`config.mk`:
```
export PLATFORM = sky130hd
export DESIGN_NAME = fp_alu_dispatcher
export DESIGN_NICKNAME = d
export VERILOG_FILES = /design/src/rtl/fp_alu_dispatcher.sv
export SDC_FILE = /design/constraint.sdc
export NUM_CORES = 1
export LEC_CHECK = 0
export BUFFER_PORTS_ARGS = -buffer_cell sky130_fd_sc_hd__clkbuf_2
export CORE_MARGIN = 2
export CORE_UTILIZATION = 45
export DETAILED_ROUTE_END_ITERATION = 8
export GPL_TIMING_DRIVEN = 0
export PLACE_DENSITY_LB_ADDON = 0.25
export SYNTH_ARGS = -nofsm -noshare
export SYNTH_HDL_FRONTEND = slang
export SYNTH_SLANG_ARGS = --single-unit
```
`constraint.sdc`:
```
create_clock -name clk -period 4.3 [get_ports clk]
set_input_delay 0.215 -clock clk [delete_from_list [all_inputs] [get_ports clk]]
set_output_delay 0.215 -clock clk [all_outputs]
set_load 0.02 [all_outputs]
```
`src/rtl/fp_alu_dispatcher.sv`:
```
// Command FIFO and sequencer in front of a shared FP ALU. It keeps one operation in flight,
// returns responses in command order, and aborts the operation if the ALU never answers.
//
// state       | meaning
// S_IDLE      | wait for a queued command and a ready ALU
// S_ISSUE     | one-cycle alu_start pulse
// S_WAIT_BUSY | wait for the ALU to acknowledge by dropping alu_ready
// S_WAIT_DONE | wait for alu_ready to return with the result
// S_RESP      | hold the response until rsp_ready
module fp_alu_dispatcher #(
    parameter int DEPTH   = 4,
    parameter int TIMEOUT = 32
) (
    input  logic        clk,
    input  logic        reset,
    input  logic        cmd_valid,
    output logic        cmd_ready,
    input  logic [31:0] cmd_a,
    input  logic [31:0] cmd_b,
    input  logic [2:0]  cmd_op,
    input  logic [3:0]  cmd_tag,
    output logic        alu_start,
    output logic [31:0] alu_operand_a,
    output logic [31:0] alu_operand_b,
    output logic [2:0]  alu_opcode,
    input  logic        alu_ready,
    input  logic [31:0] alu_result,
    input  logic        alu_invalid,
    output logic        rsp_valid,
    input  logic        rsp_ready,
    output logic [31:0] rsp_result,
    output logic        rsp_invalid,
    output logic [3:0]  rsp_tag,
    output logic        err_timeout,
    output logic        busy
);
    localparam int AW  = (DEPTH > 1) ? $clog2(DEPTH) : 1;
    localparam int AW1 = AW + 1;
    localparam int CW  = $clog2(TIMEOUT + 1);
    localparam logic [AW:0]   FULL = AW1'(DEPTH);
    localparam logic [CW-1:0] TMO  = CW'(TIMEOUT);
    localparam logic [31:0]   QNAN = 32'h7FC0_0000;

    typedef enum logic [2:0] {
        S_IDLE,
        S_ISSUE,
        S_WAIT_BUSY,
        S_WAIT_DONE,
        S_RESP
    } state_t;

    state_t state, state_nxt;

    logic [31:0]   fifo_a   [DEPTH];
    logic [31:0]   fifo_b   [DEPTH];
    logic [2:0]    fifo_op  [DEPTH];
    logic [3:0]    fifo_tag [DEPTH];
    logic [AW-1:0] wr_ptr, rd_ptr;
    logic [AW:0]   count;

    logic [31:0]   hold_a, hold_b;
    logic [2:0]    hold_op;
    logic [3:0]    hold_tag;

    logic [CW-1:0] cyc_cnt, cyc_inc;
    logic          tmo_hit;
    logic          push, pop, capture, abort;

    assign cmd_ready     = (count != FULL);
    assign push          = cmd_valid && cmd_ready;
    assign cyc_inc       = cyc_cnt + CW'(1);
    assign tmo_hit       = (cyc_inc >= TMO);
    assign alu_operand_a = hold_a;
    assign alu_operand_b = hold_b;
    assign alu_opcode    = hold_op;
    assign rsp_valid     = (state == S_RESP);
    assign busy          = (count != '0) || (state != S_IDLE);

    always_comb begin
        state_nxt = state;
        alu_start = 1'b0;
        pop       = 1'b0;
        capture   = 1'b0;
        abort     = 1'b0;
        case (state)
            S_IDLE: begin
                if ((count != '0) && alu_ready) begin
                    pop       = 1'b1;
                    state_nxt = S_ISSUE;
                end
            end
            S_ISSUE: begin
                alu_start = 1'b1;
                state_nxt = S_WAIT_BUSY;
            end
            S_WAIT_BUSY: begin
                // the watchdog wins so a counter at its limit can never enter WAIT_DONE
                if (tmo_hit) begin
                    abort     = 1'b1;
                    state_nxt = S_RESP;
                end else if (!alu_ready) begin
                    state_nxt = S_WAIT_DONE;
                end
            end
            S_WAIT_DONE: begin
                if (alu_ready) begin
                    capture   = 1'b1;
                    state_nxt = S_RESP;
                end else if (tmo_hit) begin
                    abort     = 1'b1;
                    state_nxt = S_RESP;
                end
            end
            S_RESP: begin
                if (rsp_ready) state_nxt = S_IDLE;
            end
            default: state_nxt = S_IDLE;
        endcase
    end

    always_ff @(posedge clk) begin
        if (push) begin
            fifo_a[wr_ptr]   <= cmd_a;
            fifo_b[wr_ptr]   <= cmd_b;
            fifo_op[wr_ptr]  <= cmd_op;
            fifo_tag[wr_ptr] <= cmd_tag;
        end
    end

    always_ff @(posedge clk) begin
        if (reset) begin
            state       <= S_IDLE;
            wr_ptr      <= '0;
            rd_ptr      <= '0;
            count       <= '0;
            cyc_cnt     <= '0;
            hold_a      <= '0;
            hold_b      <= '0;
            hold_op     <= '0;
            hold_tag    <= '0;
            rsp_result  <= '0;
            rsp_invalid <= 1'b0;
            rsp_tag     <= '0;
            err_timeout <= 1'b0;
        end else begin
            state <= state_nxt;
            if (push) wr_ptr <= wr_ptr + AW'(1);
            if (pop)  rd_ptr <= rd_ptr + AW'(1);
            if (push && !pop)      count <= count + AW1'(1);
            else if (pop && !push) count <= count - AW1'(1);

            if (pop) begin
                hold_a   <= fifo_a[rd_ptr];
                hold_b   <= fifo_b[rd_ptr];
                hold_op  <= fifo_op[rd_ptr];
                hold_tag <= fifo_tag[rd_ptr];
            end

            if (state == S_ISSUE)
                cyc_cnt <= '0;
            else if ((state == S_WAIT_BUSY) || (state == S_WAIT_DONE))
                cyc_cnt <= cyc_inc;

            if (capture) begin
                rsp_result  <= alu_result;
                rsp_invalid <= alu_invalid;
                rsp_tag     <= hold_tag;
            end else if (abort) begin
                rsp_result  <= QNAN;
                rsp_invalid <= 1'b1;
                rsp_tag     <= hold_tag;
                err_timeout <= 1'b1;
            end
        end
    end
endmodule

```
---- Word level (Yosys, flattened, before mapping) ----
Memories as Yosys holds them, arrays and structs flattened. A register that Yosys moved wholly into a read port is not among the register bits.
Cells that the tools add are included.
cells by class
  add/subtract/negate cells ............... 5
  order comparisons ....................... 1
  equality and inequality tests ........... 9
  mux-type cells .......................... 25
  bitwise operators ....................... 1
  reduce and logical (&&, ||, !) cells .... 16
operators with widths
  operator                                                                number
  32-bit two-way mux                                                      2
  3-bit two-way mux                                                       8
  3-bit case mux with 5 select lines                                      1
  1-bit two-way mux                                                       11
  3-bit != test (second input constant)                                   3
  4-bit two-way mux                                                       2
  6-bit by 1-bit adder with 6-bit output (second input constant)          1
  3-bit by 2-bit equality test with 1-bit output (second input constant)  2
  6-bit greater-or-equal comparator (second input constant)               1
  3-bit nonzero test                                                      2
  2-bit by 1-bit adder with 2-bit output (second input constant)          2
  1-bit logical AND                                                       4
  4-bit AND reduction                                                     1
  2-bit nonzero test                                                      2
  3-bit by 1-bit adder with 3-bit output (second input constant)          1
  3-bit by 1-bit equality test with 1-bit output (second input constant)  1
  3-bit equality test (second input constant)                             1
  3-bit logical NOT                                                       1
  3-bit by 1-bit subtractor with 3-bit output (second input constant)     1
  1-bit logical NOT                                                       2
  1-bit logical OR                                                        2
  2-bit by 1-bit != test with 1-bit output (second input constant)        1
  2-bit != test (second input constant)                                   1
  1-bit case mux with 2 select lines                                      1
  other kinds (3)                                                         3
storage, ports and cells
  flip-flop bits (word level) ............. 54
  bits in writable memories ............... 284
  input port bits ......................... 109
  output and inout bits ................... 109
  word-level logic and storage cells ...... 70
  memories ................................ 4
memory list
  name      depth  bits a word  rd ports  clocked after Yosys merged registers in  wr ports  line  RTL
  fifo_a    4      32           1         1                                        1         54    logic [31:0] fifo_a [DEPTH];
  fifo_b    4      32           1         1                                        1         55    logic [31:0] fifo_b [DEPTH];
  fifo_tag  4      4            1         1                                        1         57    logic [3:0] fifo_tag [DEPTH];
  fifo_op   4      3            1         1                                        1         56    logic [2:0] fifo_op [DEPTH];

---- Logic depth before layout (Yosys ltp) ----
Gate-level depths: netlist of run 1.
  depth after elaboration ................. 7
  depth in mapped cells ................... 11
  mapped depth without buffers ............ 9

---- Least setup slack after synthesis of run 1 ----
No wires, ideal clock.
  path kind ............................... reg2reg
  start point ............................. reg count[0]
  end point ............................... mem fifo_a[0][0] (enable)
  library setup time ...................... 0.437 ns
  arrival time ............................ 2.550 ns
  required time ........................... 3.863 ns
  setup slack ............................. 1.314 ns
  stages on the path, launching flop included .. 4
  path buffers ............................ 0
  clock period less this slack ............ 2.986 ns
  cells stage by stage .................... dfxtp_1 nor2_1 a21boi_1 and2_1
on the way
  longest elaborated chain between the ends .. 4
ends and longest elaborated chain
  item                                     line  RTL
  from (decl)                              59    logic [AW:0] count;
  from (signal assigned)                   149   if (push && !pop) count <= count + AW1'(1);
  from (signal assigned)                   150   else if (pop && !push) count <= count - AW1'(1);
  3-bit != test                            69    assign cmd_ready = (count != FULL);
  1-bit logical AND                        70    assign push = cmd_valid && cmd_ready;
  via push                                 67    logic push, pop, capture, abort;
  1-bit two-way mux                        122   if (push) begin
  1-bit two-way mux (not written as such)  123   fifo_a[wr_ptr] <= cmd_a;
  to (decl)                                54
The timed path passes the listed nets, and every way through them passes these cells.

---- Worst setup path after layout of run 1 ----
  start point ............................. reg count[1]
  end point ............................... reg count[2]
on the way
  longest elaborated chain between the ends .. 7
  elaborated cells between the ends (all ways) .. 15
  classes of those cells .................. add/sub (2); eq/ne (1); mux (4); reduce/logical (8)
ends and longest elaborated chain
  item                                                     line  RTL
  3-bit nonzero test                                       87    if ((count != '0) && alu_ready) begin
  1-bit logical AND                                        87
  1-bit two-way mux                                        87
  1-bit two-way mux                                        85    case (state)
  1-bit logical NOT                                        149
  1-bit logical AND                                        149
  3-bit two-way mux or 2-bit nonzero test (tied branches)  -
Several ways; a longest one is shown, not always the timed one. The select of a mux whose other input is x is not followed.
A chain may end at the register's enable or synchronous reset.

==> metrics.csv, run 1 <==
metric,value,unit
post_synth_xor_xnor_area,0.4637,%
powerDensity,575.5,nW/µm²
clockBufferDepth,3,
slew_viols_final,0,
mappedNetlistArea,15110,µm²
critPathArrivalTime,3.16,ns
maximum_number_of_pins_on_one_net_before_global_route_repair,48,
share_seq_of_total_power,44.5,%
initial_core_utilization,45.40,%
power.ir.vdd_worst,0.3883,mV
detailedPlacementHpwl,19.70,mm
detail_route.vias_per_cell,4.973,
timing.hold.worst.start,rsp_ready,
clock-root-buffer,sky130_fd_sc_hd__clkbuf_16,
placed_instances,1548,
postRouteAntennaNets,0,
place.port_buffers,216,
ys_top_cells_by_area,"sky130_fd_sc_hd__edfxtp_1, sky130_fd_sc_hd__dfxtp_1, sky130_fd_sc_hd__mux4_2, sky130_fd_sc_hd__a21oi_2, sky130_fd_sc_hd__nand2_1",
areaGrowthSynthToFinish,27.87,%
clock_tree_skew_after_final_layout,0.009781,ns
hold_path_class,in2reg,
routed_wl,32.27,mm
final_net_count,1366,
whs,0.02482,ns
floorplan.rows,67,
synth_simple_gate_area_share,6.343,%
share_clk_of_total_power,32.6,%
report.final.hold_viol_count,0,
setup_viol_count_final,0,
clock_slew_at_reported_path_ffs,0.06,ns
synth_cell_type_count,41,
internal_power,0.007987,W
synthCells,880,
crit_chain,"or3_1, and3_1, buf_6, clkinv_2, buf_2, ha_1, inv_1, fa_1, xor2_1, or3_1, a21oi_1",
layout.core_utilization,58.06,%
fraction_of_registers_with_async_set_reset,0,%
synth.yosys.seq_area_share,73.00,%
synth_enable_flop_cells,284,
worst-path-max-fanout,10,
yosys_top_cell_area_share,56.44,%
final_design_area_no_fill,19320,µm²
swShare,28.18,%
die_x,187.2,µm
worst_r2r_path_depth,11,
netlist_top_cells_count,"sky130_fd_sc_hd__edfxtp_1, sky130_fd_sc_hd__dfxtp_1, sky130_fd_sc_hd__nand2_1",
synth_area_per_cell,17.17,µm²
synth_seq_cells,409,
synth-compound-area-share,6.310,%
first_pass_iters,4,
grt.overflow.total,0,
yosysTopAreaCell,sky130_fd_sc_hd__edfxtp_1,
cts.htree.levels,2,
p_leak,6.885,nW
vias_in_the_first_global_route,9021,
min_delay_path_depth,3,
setup.worst_path.class,reg2reg,
critPathMaxStageDelay,0.41,ns
timing.hold.worst_endpoint,state[2],
mux_share_of_post_synthesis_cell_area,10.98,%
yosysWarnings,0,
timing.rr.end,count[2],
layoutNonFillerInstCount,1733,
cp-start-kind,register,
proportion_of_power_drawn_by_combinational_gates,22.9,%
groute.usage.overall,18.65,%
dpl-instance-area,16870,µm²
avgRoutedWirePerCell,18.62,µm
total_negative_slack_for_setup_checks,0,ns
unrepaired_setup_endpoints_after_global_routing,no,
core-area,33280,µm²
critical-path-top-cell-by-count,sky130_fd_sc_hd__or3_1,
clock_tree_from_tritoncts,done,
drv_cap,0,
p_sw,0.003133,W
clock_sinks,409,
die-area,35060,µm²
worst_ep_required_time,4.74,ns
min_period,2.721,ns
maxClockFrequency,0.3676,GHz
maxSlewHeadroom,42.48,%
syn-num-nets,996,
grt_pass1_wl,50.61,mm
cts-resized-gates,0,
ios,218,
largest_family_of_logic_cells_by_synthesized_area,multiplexers,
synth_most_common_cell,sky130_fd_sc_hd__edfxtp_1,
detailroute.via_count,8619,
setup.worst_path.end_class,register,
postCtsSetupBuffers,0,
synthAdderAreaFrac,0.6293,%
tritoncts.num_buffers,44,
critical_path.slowest_cell,sky130_fd_sc_hd__or3_1,
die-height,187.2,µm
antenna_violations_before_repair,2,
initialDrtViolationCount,472,
final_min_period_over_clock_period,63.27,%
drive_above_1_share,38.27,%
worst-slew-pin-transition,0.8628,ns
result_of_the_run,completed,
drt_drc,0,
place_congestion,0.7822,
clkLatencyLatePin,0.52,ns
worst_r2r_startpoint,count[1],
flop2flop_setup_slack,1.58,ns
dominantRegCellSynth,sky130_fd_sc_hd__edfxtp_1,
-- through the flow --
step	power, W	worst slack [ns]
6_report	0.01112	1.580
5_1_grt	0.01165	1.448
4_1_cts	0.01128	1.580
3_5_place_dp	0.007552	1.598
3_3_place_gp	0.007510	-0.3246
2_1_floorplan	0.006747	1.314
-- placed cells by master, fill, tap and decap left out, types with 6 or more instances in the layout --
| cell type | instances |
|---|---|
| sky130_fd_sc_hd__clkbuf_16 | 47 |
| sky130_fd_sc_hd__clkbuf_2 | 217 |
| sky130_fd_sc_hd__buf_2 | 13 |
| sky130_fd_sc_hd__dlygate4sd3_1 | 104 |
| sky130_fd_sc_hd__nand2_2 | 50 |
| sky130_fd_sc_hd__mux4_2 | 71 |
| sky130_fd_sc_hd__clkinv_2 | 9 |
| sky130_fd_sc_hd__buf_12 | 6 |
| sky130_fd_sc_hd__mux2i_1 | 6 |
| sky130_fd_sc_hd__dfxtp_1 | 125 |
| sky130_fd_sc_hd__clkbuf_1 | 42 |
| sky130_fd_sc_hd__ha_1 | 6 |
| sky130_fd_sc_hd__edfxtp_1 | 284 |
| sky130_fd_sc_hd__a22o_1 | 23 |
| sky130_fd_sc_hd__a21oi_2 | 50 |
| sky130_fd_sc_hd__o221a_2 | 10 |
| sky130_fd_sc_hd__a21oi_1 | 26 |
| sky130_fd_sc_hd__nor2_1 | 13 |
| sky130_fd_sc_hd__inv_1 | 7 |
| sky130_fd_sc_hd__nand2_1 | 112 |
-- per-layer routing --
metal	wire (µm)	GRT usage, %	up-vias
li1	-	-	4098
met1	13350	23.67	4208
met2	16130	32.38	268
met3	2255	4.540	45
met4	536	4.487	0
met5	0	0	-
-- power groups by stage --
stage	Sequential (W)	Clock [W]	Combinational [W]
4_1_cts	0.00496	0.00372	0.00260
2_1_floorplan	0.00520	0	0.00155
3_5_place_dp	0.00504	0	0.00252
3_3_place_gp	0.00506	0	0.00245
5_1_grt	0.00500	0.00388	0.00278
6_report	0.00495	0.00363	0.00254
-- layout make-up --
type,instances,area [µm²]
Multi-Input combinational cell,413,3746
Antenna cell,2,5.005
Clock inverter,13,115.1
Buffer,50,312.8
Tap cell,448,560.5
Inverter,8,31.28
Fill cell,2667,13960
Clock buffer,66,1289
Sequential cell,409,11030
Timing Repair Buffer,324,2232
-- critical path, delay by kind of cell (launching register included) --
family	cells	cell delay (ns)
DFF	1	0.34
xor gates and xnor gates	1	0.15
and+or+nand+nor	3	0.89
AOI/OAI and AO/OA	1	0.14
adders and majority gates	2	0.59
buffers and inverters	4	0.55
-- flip-flops by register name (all words and copies together), names as in the netlist --
| register | flops |
|---|---|
| rsp_tag | 4 |
| count | 3 |
| rsp_invalid | 1 |
| fifo_tag | 16 |
| rd_ptr | 2 |
| rsp_result | 32 |
| fifo_b | 128 |
| hold_tag | 4 |
| fifo_op | 12 |
| alu_operand_b | 32 |
| cyc_cnt | 6 |
| state | 3 |
| wr_ptr | 2 |
| fifo_a | 128 |
| err_timeout | 1 |
| alu_opcode | 3 |
| alu_operand_a | 32 |
-- worst max path at each step --
stage / start / endpoint / cells past startpoint
CTS: count[1] / count[2] / 11
global route: count[1] / count[2] / 11
floorplan: count[0] / fifo_a[0][0] / 3
global placement: count[0] / fifo_b[1][10] / 3
detailed placement: count[1] / count[2] / 11
finish: count[1] / count[2] / 11
-- cells by family after synthesis --
logic type / after synthesis
xor gates and xnor gates: 8
AOI/OAI and AO/OA: 119
DFF: 409
and+or+nand+nor: 202
adders and majority gates: 7
muxes: 77
buffers and inverters: 58
-- repair_timing --
action / in CTS / in global routing
endpoints found under the setup margin: 0 / 0
hold endpoints to repair: 317 / 0
hold buffers: 104 / 0
Note: power is estimated with default switching activity, not from simulation.
==> run 2: changes to the inputs <==
==> constraint.sdc (replaced) <==
create_clock -name clk -period 2.2 [get_ports clk]
set_input_delay 0.11 -clock clk [delete_from_list [all_inputs] [get_ports clk]]
set_output_delay 0.11 -clock clk [all_outputs]
set_load 0.02 [all_outputs]
==> run 2 against run 1 <==
Compared with the run above:
- routed wire length rose by 4.0%
- worst hold slack improved by 0.065 ns
- cell count rose by 0.29%
- die area stayed put
- clock-buffer cell count fell by 12
- total power is 93% higher
==> metrics.csv, run 2 (synthesis gave the netlist of run 1 again) <==
metric,value,unit
result_of_the_run,completed,
place_congestion,0.8129,
clock_tree_skew_after_final_layout,0.01100,ns
detail_route.vias_per_cell,5.058,
setup_viol_count_final,0,
detailedPlacementHpwl,19.95,mm
worst_r2r_path_depth,10,
timing.critical_path.depth,10,
min_period,2.196,ns
drive_above_1_share,39.36,%
postRouteAntennaNets,0,
biggestRegsByFlops,"fifo_a (128), fifo_b (128)",
drt_drc,0,
die-height,187.2,µm
critical_path.slowest_cell,sky130_fd_sc_hd__or3_4,
power.ir.vdd_worst,0.8299,mV
clock-root-buffer,sky130_fd_sc_hd__clkbuf_16,
finalWorstSetupSlack,0.003518,ns
layout_commonest_cell,sky130_fd_sc_hd__edfxtp_1,
areaGrowthSynthToFinish,27.93,%
detailroute.via_count,8790,
worst-path-max-fanout,3,
clock_sinks,409,
core-area,33280,µm²
ios,218,
routed_wl,33.57,mm
place.port_buffers,216,
grt.overflow.total,0,
unrepaired_setup_endpoints_after_global_routing,yes,
vias_in_the_first_global_route,9147,
mostFrequentLayoutCells,"sky130_fd_sc_hd__edfxtp_1, sky130_fd_sc_hd__clkbuf_2, sky130_fd_sc_hd__dfxtp_1",
clockBufferDepth,3,
clock_slew_at_reported_path_ffs,0.06,ns
sequential_cell_area,11040,µm²
hold_path_class,in2reg,
crit_buf_inv,3,
final_min_period_over_clock_period,99.84,%
antenna_violations_before_repair,2,
total_negative_slack_for_setup_checks,0,ns
cts.htree.levels,2,
setup.worst_path.class,reg2reg,
worst_r2r_startpoint,count[2],
first_pass_iters,5,
multiInputGateArea,3812,µm²
initial_core_utilization,45.40,%
die_x,187.2,µm
drv_cap,0,
setup.worst_path.end_class,register,
flop2flop_setup_slack,0.004,ns
final_net_count,1371,
crit_chain,"or3_4, and3_4, buf_12, clkinv_8, ha_4, inv_2, fa_2, xor2_1, or3_1, a21oi_1",
min_delay_path_depth,4,
p_leak,6.872,nW
avgRoutedWirePerCell,19.31,µm
cp-start-kind,register,
fin_total_pwr,0.02151,W
worst_ep_required_time,2.63,ns
timing.hold.worst.start,cmd_valid,
tritoncts.num_buffers,42,
clkLatencyLatePin,0.52,ns
slew_viols_final,0,
whs,0.08984,ns
maxClockFrequency,0.4553,GHz
maximum_number_of_pins_on_one_net_before_global_route_repair,45,
report.final.hold_viol_count,0,
placement.setup.worst_slack,-0.3690,ns
timing.hold.worst_endpoint,wr_ptr[0],
initialDrtViolationCount,573,
floorplan.rows,67,
groute.usage.overall,19.25,%
timing.rr.end,count[2],
powerDensity,1113,nW/µm²
filler_cell_count,2616,
clock_tree_from_tritoncts,done,
maxSlewHeadroom,47.67,%
critPathArrivalTime,2.63,ns
critPathMaxStageDelay,0.39,ns
critical-path-top-delay-family,simple AND/OR/NAND/NOR gates,
worst-slew-pin-transition,0.7850,ns
grt_pass1_wl,51.87,mm
layout.core_utilization,58.08,%
die-area,35060,µm²
[run 2: repair_timing]
item | in CTS | in global routing
hold endpoints to repair | 321 | 0
hold buffers | 106 | 0
gates cloned | 4 | 0
buffers inserted | 3 | 0
pin swaps | 5 | 0
setup endpoints to repair | 274 | 1
resized for setup | 16 | 0
[run 2: power breakdown]
part	internal [W]	total (W)	leakage [nW]	switching (W)
Sequential	0.00927	0.00968	3.62	0.000407
Combinational	0.00218	0.00518	2.63	0.00300
Clock	0.00384	0.00665	0.627	0.00281
[run 2: metal layers]
| metal | GRT usage (%) | vias up | part of all wire (%) |
|---|---|---|---|
| met3 | 3.415 | 47 | 5.5 |
| met4 | 4.609 | 0 | 1.6 |
| met2 | 34.13 | 260 | 51 |
| met5 | 0 | - | 0 |
| li1 | - | 4106 | - |
| met1 | 24.66 | 4377 | 42 |
[run 2: metrics by stage]
step / cell area [µm²] / instances
finish: 19330 / 1738
global placement: 16780 / 1544
CTS: 19330 / 1736
floorplan: 15140 / 880
detailed placement: 16890 / 1548
global route: 19330 / 1736
[run 2: cell type report]
class / count / area share (%)
plain buffers: 48 / 1.638
clock buffers: 54 / 5.780
well taps: 448 / 2.900
clock inverters: 23 / 0.8932
diodes: 2 / 0.02589
inverters: 8 / 0.2201
repair buffers: 329 / 11.73
multi-input cells: 417 / 19.72
flip-flops and latches: 409 / 57.09
[run 2: how the worst max path moves through the flow]
| stage | startpoint | to | slack [ns] |
|---|---|---|---|
| 2_1_floorplan | count[0] | fifo_a[0][0] | -0.14 |
| 3_3_place_gp | count[0] | fifo_b[0][10] | -1.10 |
| 3_5_place_dp | count[0] | fifo_b[0][10] | -0.37 |
| 4_1_cts | count[2] | count[2] | -0.002 |
| 5_1_grt | count[2] | count[2] | -0.06 |
| 6_report | count[2] | count[2] | 0.004 |
[run 2: worst register-to-register path, stage by stage, from the launching register on]
cell and delay [ns]:
sky130_fd_sc_hd__dfxtp_4 0.34, sky130_fd_sc_hd__or3_4 0.39, sky130_fd_sc_hd__and3_4 0.17, sky130_fd_sc_hd__buf_12 0.13, sky130_fd_sc_hd__clkinv_8 0.04, sky130_fd_sc_hd__ha_4 0.12
sky130_fd_sc_hd__inv_2 0.04, sky130_fd_sc_hd__fa_2 0.33, sky130_fd_sc_hd__xor2_1 0.15, sky130_fd_sc_hd__or3_1 0.30, sky130_fd_sc_hd__a21oi_1 0.12
